## config.mk

```make
export PLATFORM = sky130hd
export DESIGN_NAME = serial_subtractor_flat
export DESIGN_NICKNAME = d
export VERILOG_FILES = /design/src/rtl/serial_subtractor_if.sv /design/src/rtl/serial_subtractor.sv /design/src/flat_wrapper.sv
export SDC_FILE = /design/constraint.sdc
export NUM_CORES = 1
export LEC_CHECK = 0
export BUFFER_PORTS_ARGS = -buffer_cell sky130_fd_sc_hd__clkbuf_2
export CAP_MARGIN = 20
export CORE_UTILIZATION = 41
export CTS_BUF_LIST = sky130_fd_sc_hd__clkbuf_8
export DETAILED_ROUTE_END_ITERATION = 7
export HOLD_SLACK_MARGIN = 0.12
export PLACE_DENSITY_LB_ADDON = 0.25
export SYNTH_ARGS = -nofsm -noshare
export SYNTH_HDL_FRONTEND = slang
export SYNTH_SLANG_ARGS = --single-unit
export TNS_END_PERCENT = 100
```

## constraint.sdc

```tcl
create_clock -name clk -period 2.75 [get_ports clk]
set_clock_uncertainty 0.15 [all_clocks]
set_input_delay 0.6875 -clock clk [delete_from_list [all_inputs] [get_ports clk]]
set_output_delay 0.6875 -clock clk [all_outputs]
set_load 0.005 [all_outputs]
```

## src/rtl/serial_subtractor_if.sv

```systemverilog
// Operand/result bundle for serial_subtractor: start request, operands, status and result.
interface serial_subtractor_if #(
    parameter int unsigned WIDTH = 8
);
    logic             start;
    logic [WIDTH-1:0] A;
    logic [WIDTH-1:0] B;
    logic             BIN;
    logic             busy;
    logic             done;
    logic [WIDTH:0]   S;
    logic             V;

    // Requester side: drives the operands and start, observes status and result.
    modport master (
        output start, A, B, BIN,
        input  busy, done, S, V
    );

    // Subtractor side.
    modport slave (
        input  start, A, B, BIN,
        output busy, done, S, V
    );
endinterface

```

## src/rtl/serial_subtractor.sv

```systemverilog
// Digit-serial subtractor: S = A - B - BIN, DIGIT bits per cycle, LSD first, registered borrow.
// Takes WIDTH/DIGIT compute cycles followed by a one-cycle DONE state carrying the done pulse.
module serial_subtractor #(
    parameter int unsigned WIDTH = 8,
    parameter int unsigned DIGIT = 2
) (
    input logic           clk,
    input logic           rst,
    serial_subtractor_if.slave bus
);

    localparam int unsigned N    = WIDTH / DIGIT;
    localparam int unsigned CntW = (N > 1) ? $clog2(N) : 1;

    localparam logic [1:0] StIdle = 2'd0;
    localparam logic [1:0] StRun  = 2'd1;
    localparam logic [1:0] StDone = 2'd2;

    logic [1:0]       state_q, state_d;
    logic [WIDTH-1:0] a_q, a_d;
    logic [WIDTH-1:0] b_q, b_d;
    logic [WIDTH-1:0] res_q, res_d;
    logic             borrow_q, borrow_d;
    logic [CntW-1:0]  cnt_q, cnt_d;
    logic [WIDTH:0]   s_q, s_d;
    logic             v_q, v_d;
    // Operand sign bits kept aside because the operand registers shift out as digits are consumed.
    logic             a_msb_q, a_msb_d;
    logic             b_msb_q, b_msb_d;

    logic [DIGIT:0]         diff;
    logic [WIDTH+DIGIT-1:0] res_cat;
    logic [WIDTH-1:0]       res_shift;
    logic                   last_digit;

    // One digit step: borrow-out lands in the top bit of diff, difference digit enters from the top.
    always_comb begin
        diff       = {1'b0, a_q[DIGIT-1:0]} - {1'b0, b_q[DIGIT-1:0]} - {{DIGIT{1'b0}}, borrow_q};
        res_cat    = {diff[DIGIT-1:0], res_q};
        res_shift  = res_cat[WIDTH+DIGIT-1:DIGIT];
        last_digit = (cnt_q == CntW'(N - 1));
    end

    // Next-state: accept in IDLE/DONE, step digits in RUN, publish S/V on the last digit.
    always_comb begin
        state_d  = state_q;
        a_d      = a_q;
        b_d      = b_q;
        res_d    = res_q;
        borrow_d = borrow_q;
        cnt_d    = cnt_q;
        s_d      = s_q;
        v_d      = v_q;
        a_msb_d  = a_msb_q;
        b_msb_d  = b_msb_q;

        case (state_q)
            StIdle, StDone: begin
                if (bus.start) begin
                    a_d      = bus.A;
                    b_d      = bus.B;
                    borrow_d = bus.BIN;
                    a_msb_d  = bus.A[WIDTH-1];
                    b_msb_d  = bus.B[WIDTH-1];
                    cnt_d    = '0;
                    state_d  = StRun;
                end else begin
                    state_d  = StIdle;
                end
            end
            StRun: begin
                a_d      = a_q >> DIGIT;
                b_d      = b_q >> DIGIT;
                borrow_d = diff[DIGIT];
                res_d    = res_shift;
                cnt_d    = cnt_q + 1'b1;
                if (last_digit) begin
                    s_d     = {diff[DIGIT], res_shift};
                    v_d     = (a_msb_q != b_msb_q) && (res_shift[WIDTH-1] != a_msb_q);
                    state_d = StDone;
                end
            end
            default: state_d = StIdle;
        endcase
    end

    // State registers with synchronous reset; reset also clears the published result.
    always_ff @(posedge clk) begin
        if (rst) begin
            state_q  <= StIdle;
            a_q      <= '0;
            b_q      <= '0;
            res_q    <= '0;
            borrow_q <= 1'b0;
            cnt_q    <= '0;
            s_q      <= '0;
            v_q      <= 1'b0;
            a_msb_q  <= 1'b0;
            b_msb_q  <= 1'b0;
        end else begin
            state_q  <= state_d;
            a_q      <= a_d;
            b_q      <= b_d;
            res_q    <= res_d;
            borrow_q <= borrow_d;
            cnt_q    <= cnt_d;
            s_q      <= s_d;
            v_q      <= v_d;
            a_msb_q  <= a_msb_d;
            b_msb_q  <= b_msb_d;
        end
    end

    assign bus.busy = (state_q == StRun);
    assign bus.done = (state_q == StDone);
    assign bus.S    = s_q;
    assign bus.V    = v_q;

endmodule

```

## src/flat_wrapper.sv

```systemverilog
// flat-port wrapper written by rule: the top's interface ports become plain ports
module serial_subtractor_flat 
#(
    parameter int unsigned WIDTH = 8,
    parameter int unsigned DIGIT = 2
)
  (clk, rst, bus_start, bus_A, bus_B, bus_BIN, bus_busy, bus_done, bus_S, bus_V);
  serial_subtractor_if #(.WIDTH(WIDTH)) bus_i ();
  input logic clk;
  input logic rst;
  input wire logic [$bits(bus_i.start)-1:0] bus_start;
  input wire logic [$bits(bus_i.A)-1:0] bus_A;
  input wire logic [$bits(bus_i.B)-1:0] bus_B;
  input wire logic [$bits(bus_i.BIN)-1:0] bus_BIN;
  output wire logic [$bits(bus_i.busy)-1:0] bus_busy;
  output wire logic [$bits(bus_i.done)-1:0] bus_done;
  output wire logic [$bits(bus_i.S)-1:0] bus_S;
  output wire logic [$bits(bus_i.V)-1:0] bus_V;
  assign bus_i.start = bus_start;
  assign bus_i.A = bus_A;
  assign bus_i.B = bus_B;
  assign bus_i.BIN = bus_BIN;
  assign bus_busy = bus_i.busy;
  assign bus_done = bus_i.done;
  assign bus_S = bus_i.S;
  assign bus_V = bus_i.V;
  serial_subtractor #(.WIDTH(WIDTH), .DIGIT(DIGIT)) u_core (.clk(clk), .rst(rst), .bus(bus_i));
endmodule
```

; Yosys cells after proc, flatten, opt, wreduce, memory -nomap -nowiden
; Cells that the tools add are included.
[totals]
ff_bits = 41
inputBits = 20
output_inout_bits = 12
[classes]
add_sub_neg = 3
eq_ne = 7
mux = 11
reduce_logical = 7
[ops]
columns = op, n
row1 = $pmux W8 S2, 2
row2 = $mux W8, 2
row3 = $pmux W2 S2, 2
row4 = $reduce_and A2 Y1, 3
row5 = $eq A2 B2 Y1 const B, 2
row6 = $mux W2, 2
row7 = $sub A2 B2 Y3, 1
row8 = $sub A3 B1 Y3, 1
row9 = $add A2 B1 Y2 const B, 1
row10 = $eq A2 B1 Y1 const B, 1
row11 = $logic_not A2 Y1, 1
row12 = $mux W1, 2
row13 = $ne A1 B1 Y1, 2
row14 = $ne A2 B1 Y1 const B, 1
row15 = $ne A2 B2 Y1 const B, 1
row16 = $pmux W1 S2, 1
row17 = $reduce_bool A2 Y1, 1
row18 = $reduce_or A2 Y1, 1
row19 = $logic_and A1 B1 Y1, 1

; Longest topological paths before layout
; Gate-level depths: netlist (run 1).
[depth]
word_depth = 4
mapped_depth = 6

; Worst setup path before layout (run 1)
; OpenSTA, ideal clock, no wires.
[synth_timing]
path_type = register to register
start = register u_core.borrow_q
end = register u_core.v_q (netlist: u_core.bus.V)
setup_time_ns = 0.091
arrival_time_ns = 1.942
required_ns = 2.509
slack_ns = 0.567
stages_incl_launch_ff = 7
period_less_slack_ns = 2.183
cell_sequence = dfxtp_1 -> inv_1 -> fa_1 -> inv_1 -> fa_1 -> or3b_2 -> a311oi_1
[synth_via]
elab_chain_len = 3
[synth_rtl]
columns = item, line
row1 = "start, declared", serial_subtractor.sv:23  ; logic borrow_q, borrow_d;
row2 = "start signal, assigned", serial_subtractor.sv:105  ; borrow_q <= borrow_d;
row3 = $sub A3 B1 Y3, serial_subtractor.sv:38  ; diff = {1'b0, a_q[DIGIT-1:0]} - {1'b0, b_q[DIGIT-1:0]} - {{DIGIT{1'b0}}, borrow_q};
row4 = $ne A1 B1 Y1, serial_subtractor.sv:79  ; v_d = (a_msb_q != b_msb_q) && (res_shift[WIDTH-1] != a_msb_q);
row5 = $logic_and A1 B1 Y1, serial_subtractor.sv:79
row6 = "end signal, assigned", serial_subtractor.sv:108  ; v_q <= v_d;
row7 = "end, declared", serial_subtractor.sv:26  ; logic v_q, v_d;
; No other way between the ends.
; A chain may end at the register's enable or synchronous reset.

; Worst setup path after layout (run 1)
; Same ends and word-level chain as after synthesis.

==> results of run 1 <==
## cell families after synthesis
group,count (synthesis)
AOI/OAI and AO/OA,38
DFF,39
adders and majority gates,3
buffers and inverters,18
and+or+nand+nor,92
## placed cells by master, fill, tap and decap left out, drive strengths merged
cell type,count
ha,1
nand2b,3
fa,2
buf,3
or3b,1
clkbuf,36
clkinv,2
nand3,6
a211oi,2
o21a,1
and3b,1
nor2b,2
nand3b,2
dfxtp,39
nand2,59
a21oi,21
inv,6
nor2,18
a311oi,14
## power by group through the flow
stage | clock [W] | sequential [W] | combinational (W)
after global routing | 0.000403 | 0.000619 | 0.000168
after floorplan | 0 | 0.000623 | 0.000122
after detailed placement | 0 | 0.000629 | 0.000151
after global placement | 0 | 0.000627 | 0.000150
final | 0.000363 | 0.000616 | 0.000149
after CTS | 0.000380 | 0.000616 | 0.000151
## worst register-to-register path: stages, from the launching register on
cell and delay (ps):
dfxtp_1 330, inv_1 60, fa_1 410, inv_1 70, fa_1 450, or3b_2 450
a311oi_1 250
## layout make-up
| cell class | count | area (sq um) |
|---|---|---|
| tap | 48 | 60.1 |
| fill | 396 | 1870 |
| sequential | 39 | 781 |
| inverter | 5 | 18.8 |
| clock inverter | 3 | 12.5 |
| timing repair buffer | 34 | 178 |
| clock buffer | 5 | 68.8 |
| multi-input combinational | 133 | 754 |
## flip-flops by register name, summed over array words and instances (netlist names)
| signal | flops |
|---|---|
| u_core.bus.S | 9 |
| u_core.a_q | 8 |
| u_core.b_q | 8 |
| u_core.res_q | 6 |
| u_core.cnt_q | 2 |
| u_core.state_q | 2 |
| u_core.a_msb_q | 1 |
| u_core.b_msb_q | 1 |
| u_core.borrow_q | 1 |
| u_core.bus.V | 1 |
## final timing paths
path                                       from              end  slack, ps
worst max-delay path            u_core.borrow_q     u_core.bus.V        500
worst min-delay path            u_core.bus.S[4]  u_core.bus.S[4]        300
worst max register to register  u_core.borrow_q     u_core.bus.V        500
worst min register to register  u_core.bus.S[4]  u_core.bus.S[4]        300
## through the flow
step | std cells | setup WS (ps)
6_report | 267 | 497
5_1_grt | 267 | 410
4_1_cts | 267 | 492
3_5_place_dp | 259 | 504
3_3_place_gp | 259 | 515
2_1_floorplan | 190 | 567
## metal layers
metal	share of wire [%]	wire length (um)	vias up
met1	48	1430	579
met2	45	1350	39
met5	0	0	-
met3	6.1	183	5
li1	-	-	694
met4	1.6	48	0
==> qor.yml, run 1 <==
row_count: 22
synth_xor_area_share_pct: 0
yosys.area_share.simple_pct: 23.5
fin_crit_sh_pct: 81.9
cp.depth: 6
cp-end-kind: "flop"
arrival_ps: 2300
setup_violations: 0
synth_compound_area_share_pct: 19.6
cts_resized: 0
track_usage_pct: 15.9
maxSlewViolCount: 0
synth_mux_area_share_pct: 0
cts_buffers: 5
grt_pass1_vias: 1134
power_frac_seq_pct: 54.6
grt_max_degree: 40
combPwrFrac_pct: 13.2
place_congestion: 0.708
synthFlopType: "dfxtp_1"
drc_errors: 0
final_hold_viol_count: 0
synth_seq_cells: 39
start_kind: "flop"
cts.path.max_buffers: 2
finalHoldWorstSlack_ps: 305
synthArstFlopShare_pct: 0
wl_per_cell_um: 11.3
cp.required_ps: 2790
synth-edff-count: 0
top_usage_layer: "met2"
cts_tree: "built"
fp.coreArea_sq_mm: 0.00374
yosys.area.top_type: "dfxtp_1"
fin_crit_ps: 2250
yosysWarnings: 0
fin_nets: 241
dieArea_sq_mm: 0.00424
power_density_mw_per_mm2: 602
min_path_type: "flop to flop"
yosysTopAreaCellShare_pct: 47.9
drtAntennaViolNets: 0
cts_hold_buf: 0
synth.distinct_cells: 23
worstHoldPathCells: 2
p_leak_nw: 0.742
clkPwrFrac_pct: 32.2
synth_cells: 190
antenna_found_initial: 0
clk_pin_slew_ps: 70
critPathKind: "flop to flop"
switchingPower_w: 0.000298
synth.area.top_cells: "dfxtp_1 48%, nand2_1 14%, a311oi_2 10%, a21oi_1 6.4%, nor2_1 4.1%"
drive_above_1_share_pct: 23.7
finalCoreUtilization_pct: 50.0
syn_nets: 213
fp.dieW_um: 65.1
cts_setup_buffers: 0
grt-ovfl-total: 0
synth_top_family_by_area: "simple AND/OR/NAND/NOR gates"
power.internal_w: 0.000828
ff2ff_path_depth: 6
synth_common_cells: "59 x nand2_1, 39 x dfxtp_1, 21 x a21oi_1, 18 x nor2_1, 11 x a311oi_2"
gr-usage-met1_pct: 18.6
synth_most_common_cell: "nand2_1"
worst-path-buf-inv: 2
max_stage_delay_ps: 450
swShare_pct: 26.5
syn_area_per_cell_sq_um: 8.59
fmax_ghz: 0.444
synthAdderAreaFrac_pct: 3.22
grt_pass1_wl_um: 5050
num_antenna_cells: 0
power_w: 0.00113
drtIter0Drc: 86
use_met2_pct: 25.8
placed_cell_area_sq_mm: 0.00179
grt_use_met3_pct: 6.34
path_cells: "inv_1 -> fa_1 -> inv_1 -> fa_1 -> or3b_2 -> a311oi_1"
clkSinkCount: 39
syn2layout_area_growth_pct: 14.8
vias: 1317
port_buffers: 31
dp_hpwl_um: 1990
drv_cap: 0
firstDrtPassIters: 4
worstMarginPinSlew_ps: 899
ctsHtreeMaxLevel: 2
relSlewSlack_pct: 40.1
routed_via_density: 4.93
cts-root-buf: "clkbuf_8"
io_pins: 32
start_util_pct: 43.6
status: "finished clean"
vdd_drop_max_v: 0.000292
rsz0062_at_grt: "false"
critical-path-slowest-cell: "fa_1"
final_cell_area_sq_mm: 0.00187
die_y_um: 65.1
seq_area_frac_synth_pct: 47.9
clock_latency_ps: 290
setup_tns_ps: 0
drt_wl_total_um: 3010
critPathMaxFanout: 4
synth_area_sq_mm: 0.00163
worst_path_dominant_cell_family: "adder cells"
Note: power is estimated with default switching activity, not from simulation.
==> run 2: changes to the inputs <==
clock period = 2.05 ns   (was 2.75 ns; I/O delays follow)
==> qor.yml, run 2 (same netlist as run 1, synthesis figures left out) <==
ff_latch_area_sq_um: 783
gr-usage-met1_pct: 20.0
grt_pass1_vias: 1094
cts_setup_buffers: 0
r2r_end: "u_core.bus.V"
fillerInstances: 390
relSlewSlack_pct: 71.8
violations: "negative setup slack"
drc_errors: 0
path_cells: "inv_2 -> fa_2 -> inv_2 -> fa_1 -> or3b_4 -> a311oi_2"
fin_nets: 243
port_buffers: 31
drtAntennaViolNets: 0
routed_via_density: 4.87
start_util_pct: 43.6
critPathMaxFanout: 2
multi_input_area_sq_um: 766
p_leak_nw: 0.753
clkSinkCount: 39
rsz0062_at_grt: "true"
wl_per_cell_um: 11.3
ff2ff_path_depth: 6
start_kind: "flop"
cts_tree: "built"
reg2reg_slack_ps: -10
worstHoldPathCells: 3
fp.coreArea_sq_mm: 0.00374
drive_above_1_share_pct: 28.2
cts-root-buf: "clkbuf_8"
max_stage_delay_ps: 410
critPathKind: "flop to flop"
cp-end-kind: "flop"
top_usage_layer: "met2"
setup_violations: 1
cts.path.max_buffers: 2
ctsHtreeMaxLevel: 2
path_common_cell: "inv_2"
critical-path-slowest-cell: "fa_1"
maxSlewViolCount: 0
arrival_ps: 2120
antenna_found_initial: 0
fin_crit_ps: 2060
track_usage_pct: 15.7
worst_path_dominant_cell_family: "adder cells"
fmax_ghz: 0.485
grt_pass1_wl_um: 4910
place_congestion: 0.706
vdd_drop_max_v: 0.000445
layout_common_cells: "59 x nand2_1, 37 x dfxtp_1, 31 x clkbuf_2"
fin_crit_sh_pct: 100
drtIter0Drc: 84
die_y_um: 65.1
fp.dieW_um: 65.1
status: "complete, but fails checks"
setup_ws_ps: -10.1
min_path_type: "primary input to flop"
power_density_mw_per_mm2: 814
hold_end: "u_core.b_q[6]"
cts_buffers: 5
dp_hpwl_um: 2020
worstMarginPinSlew_ps: 423
clk_pin_slew_ps: 70
drt_wl_total_um: 3020
final_common_cell: "nand2_1"
grt_max_degree: 40
grt_use_met3_pct: 4.23
row_count: 22
power_w: 0.00156
grt-ovfl-total: 0
vias: 1304
reg2reg_from: "u_core.borrow_q"
finalCoreUtilization_pct: 51.3
io_pins: 32
worst-path-buf-inv: 2
dieArea_sq_mm: 0.00424
clock_latency_ps: 290
syn2layout_area_growth_pct: 17.7
cp.depth: 6
largest_reg_flops: 9
num_antenna_cells: 0
use_met2_pct: 23.8
cp.required_ps: 2110
final_hold_viol_count: 0
firstDrtPassIters: 4
hold_start: "bus_B[6]"
drv_cap: 0
## run 2: changes by cell type in the layout (fill, tap and decap cells not counted), moves of 2 or more
cell / delta
inv_1: -5
dfxtp_2: +2
dfxtp_1: -2
inv_2: +3
## run 2: area by class of cell
| cell class | count | area share, % |
|---|---|---|
| repair buffers | 36 | 10.7 |
| clock inverters | 1 | 0.261 |
| clock buffers | 6 | 4.30 |
| multi-input cells | 133 | 39.9 |
| flip-flops and latches | 39 | 40.8 |
| well taps | 48 | 3.13 |
| inverters | 5 | 0.977 |
## run 2: power by group
group,switching (W),internal [W],total [W]
registers,0.0000255,0.000801,0.000827
clock network,0.000254,0.000264,0.000518
logic,0.000122,0.0000958,0.000218
## run 2: routing by layer
| metal | routed length, um | vias to the layer above |
|---|---|---|
| li1 | - | 693 |
| met1 | 1470 | 577 |
| met2 | 1380 | 28 |
| met3 | 111 | 6 |
| met4 | 59 | 0 |
| met5 | 0 | - |
## run 2: through the flow
step           std cells  hold WS, ps  area [sq um]  setup slack [ps]  setup TNS (ps)
6_report             268          288          1920             -10.1           -10.1
5_1_grt              268          295          1920             -72.3           -72.3
4_1_cts              268          281          1910             -33.8           -33.8
3_5_place_dp         261          294          1830             -44.7           -44.7
3_3_place_gp         261          291          1830             -20.0           -20.0
2_1_floorplan        190          282          1640             -31.9           -31.9
## run 2: how the worst max path moves through the flow
stage                          from      endpoint  slack (ps)
floorplan             u_core.b_q[0]  u_core.bus.V         -30
global placement      u_core.b_q[0]  u_core.bus.V         -20
detailed placement    u_core.b_q[0]  u_core.bus.V         -40
CTS                 u_core.borrow_q  u_core.bus.V         -30
global route        u_core.borrow_q  u_core.bus.V         -70
finish              u_core.borrow_q  u_core.bus.V         -10
## run 2: repair_timing
action                     in CTS  in global routing
setup endpoints to repair       1                  1
hold buffers                    0                  0
resized for setup               2                  1
pin swaps                       4                  1
## run 2: worst reg2reg max path, delay by kind of cell (launching register included)
| kind | cells | cell delay, ps |
|---|---|---|
| fa+ha+maj | 2 | 780 |
| flops | 1 | 340 |
| simple gates | 1 | 380 |
| compound gates | 1 | 230 |
| buf+inv | 2 | 100 |
==> run 3: changes to the inputs <==
MAX_ROUTING_LAYER = met4   (was default)
PLACE_DENSITY = 0.77   (was default)
PLACE_DENSITY_LB_ADDON = default   (was 0.25)
==> qor.yml, run 3 (same netlist as run 1, synthesis figures left out) <==
status: "complete, but fails checks"
violations: "negative setup slack"
dpl.cell_count: 263
grt_pass1_wl_um: 5420
relSlewSlack_pct: 67.7
clkSinkCount: 39
power_w: 0.00155
antenna_found_initial: 0
maxSlewViolCount: 0
path_cells: "inv_2 -> fa_2 -> inv_2 -> fa_1 -> or3b_4 -> a311oi_2"
worst_path_dominant_cell_family: "adder cells"
die_y_um: 65.1
drv_cap: 0
firstDrtPassIters: 4
drtIter0Drc: 62
drive_above_1_share_pct: 28.7
stdcell_count: 271
cts-root-buf: "clkbuf_8"
fin_crit_sh_pct: 102
layout_common_cells: "59 x nand2_1, 37 x dfxtp_1, 31 x clkbuf_2"
syn2layout_area_growth_pct: 18.4
path_common_cell: "inv_2"
place_congestion: 0.724
placed_cell_area_sq_mm: 0.00184
cp-end-kind: "flop"
multi_input_area_sq_um: 766
cts_buffers: 5
power_density_mw_per_mm2: 804
drt_wl_total_um: 3130
fp.coreArea_sq_mm: 0.00374
min_path_type: "primary input to flop"
fin_nets: 245
largest_reg_flops: 9
dpl_worst_slack_ps: -85.3
max_stage_delay_ps: 420
cts_hold_buf: 0
setup_ws_ps: -48.6
critical-path-slowest-cell: "fa_1"
grt_pass1_vias: 1210
vdd_drop_max_v: 0.000366
final_hold_viol_count: 0
p_leak_nw: 0.763
worstMarginPinSlew_ps: 484
ff_latch_area_sq_um: 783
drtAntennaViolNets: 0
cts_tree: "built"
final_common_cell: "nand2_1"
fp.dieW_um: 65.1
track_usage_pct: 17.5
wl_per_cell_um: 11.5
routed_via_density: 4.97
worst-path-buf-inv: 2
rsz0062_at_grt: "true"
grt_max_degree: 30
cp.required_ps: 2110
vias: 1346
dieArea_sq_mm: 0.00424
fmax_ghz: 0.477
fillerInstances: 383
setup_tns_ps: -48.6
arrival_ps: 2150
row_count: 22
critPathKind: "flop to flop"
io_pins: 32
critPathMaxFanout: 2
dp_hpwl_um: 2210
start_util_pct: 43.6
final_cell_area_sq_mm: 0.00193
fin_crit_ps: 2100
cts.path.max_buffers: 2
clk_pin_slew_ps: 70
port_buffers: 31
num_antenna_cells: 0
grt-ovfl-total: 0
ctsHtreeMaxLevel: 2
setup_violations: 1
clock_latency_ps: 290
start_kind: "flop"
drc_errors: 0
## run 3: cell count changes in the layout (fill, tap and decap cells not counted)
cell,before,now
clkbuf_8,6,5
clkinv_2,1,3
inv_1,1,2
inv_2,3,2
buf_4,4,6
## run 3: layout make-up
type                    instances  area share (%)
multi-input cells             133            39.6
inverters                       5           0.972
well taps                      48            3.11
clock inverters                 3           0.777
flip-flops and latches         39            40.5
clock buffers                   5            3.56
repair buffers                 38            11.4
## run 3: per-layer routing
| layer | GRT usage (%) | share of wire, % | up-vias | wire length [um] |
|---|---|---|---|---|
| met4 | 8.15 | 1.7 | 0 | 53 |
| met5 | - | 0 | - | 0 |
| met2 | 27.9 | 47 | 35 | 1470 |
| met1 | 21.0 | 47 | 607 | 1470 |
| li1 | - | - | 696 | - |
| met3 | 3.87 | 4.4 | 8 | 138 |
## run 3: worst reg2reg max path, stage by stage (launching register included)
cell      delay (ps)
dfxtp_2          330
inv_2             40
fa_2             370
inv_2             60
fa_1             420
or3b_4           410
a311oi_2         240
## run 3: final timing paths
kind,from,end,slack (ps),cells past startpoint
hold / removal,bus_A[6],u_core.a_q[6],290,3
setup / recovery,u_core.b_q[0],u_core.bus.V,-50,6
setup reg to reg,u_core.b_q[0],u_core.bus.V,-50,6
hold reg to reg,u_core.bus.S[2],u_core.bus.S[2],310,2
## run 3: stage by stage
| step | utilization [%] | hold slack [ps] |
|---|---|---|
| 3_5_place_dp | 49.2 | 297 |
| 5_1_grt | 51.6 | 303 |
| 3_3_place_gp | 49.2 | 291 |
| 6_report | 51.6 | 292 |
| 2_1_floorplan | - | 282 |
| 4_1_cts | 51.6 | 291 |
## run 3: repair_timing
action | 4_1_cts | 5_1_grt
resized for setup | 2 | 0
pin swaps | 1 | 0
setup buffers | 0 | 0
endpoints found under the setup margin | 1 | 1
cloned | 0 | 0
## run 3: power breakdown
part	switching (W)	internal [W]	leakage [nW]
registers	0.0000266	0.000801	0.319
clock network	0.000265	0.000233	0.0477
logic	0.000127	0.000100	0.396
total	0.000419	0.00113	0.763
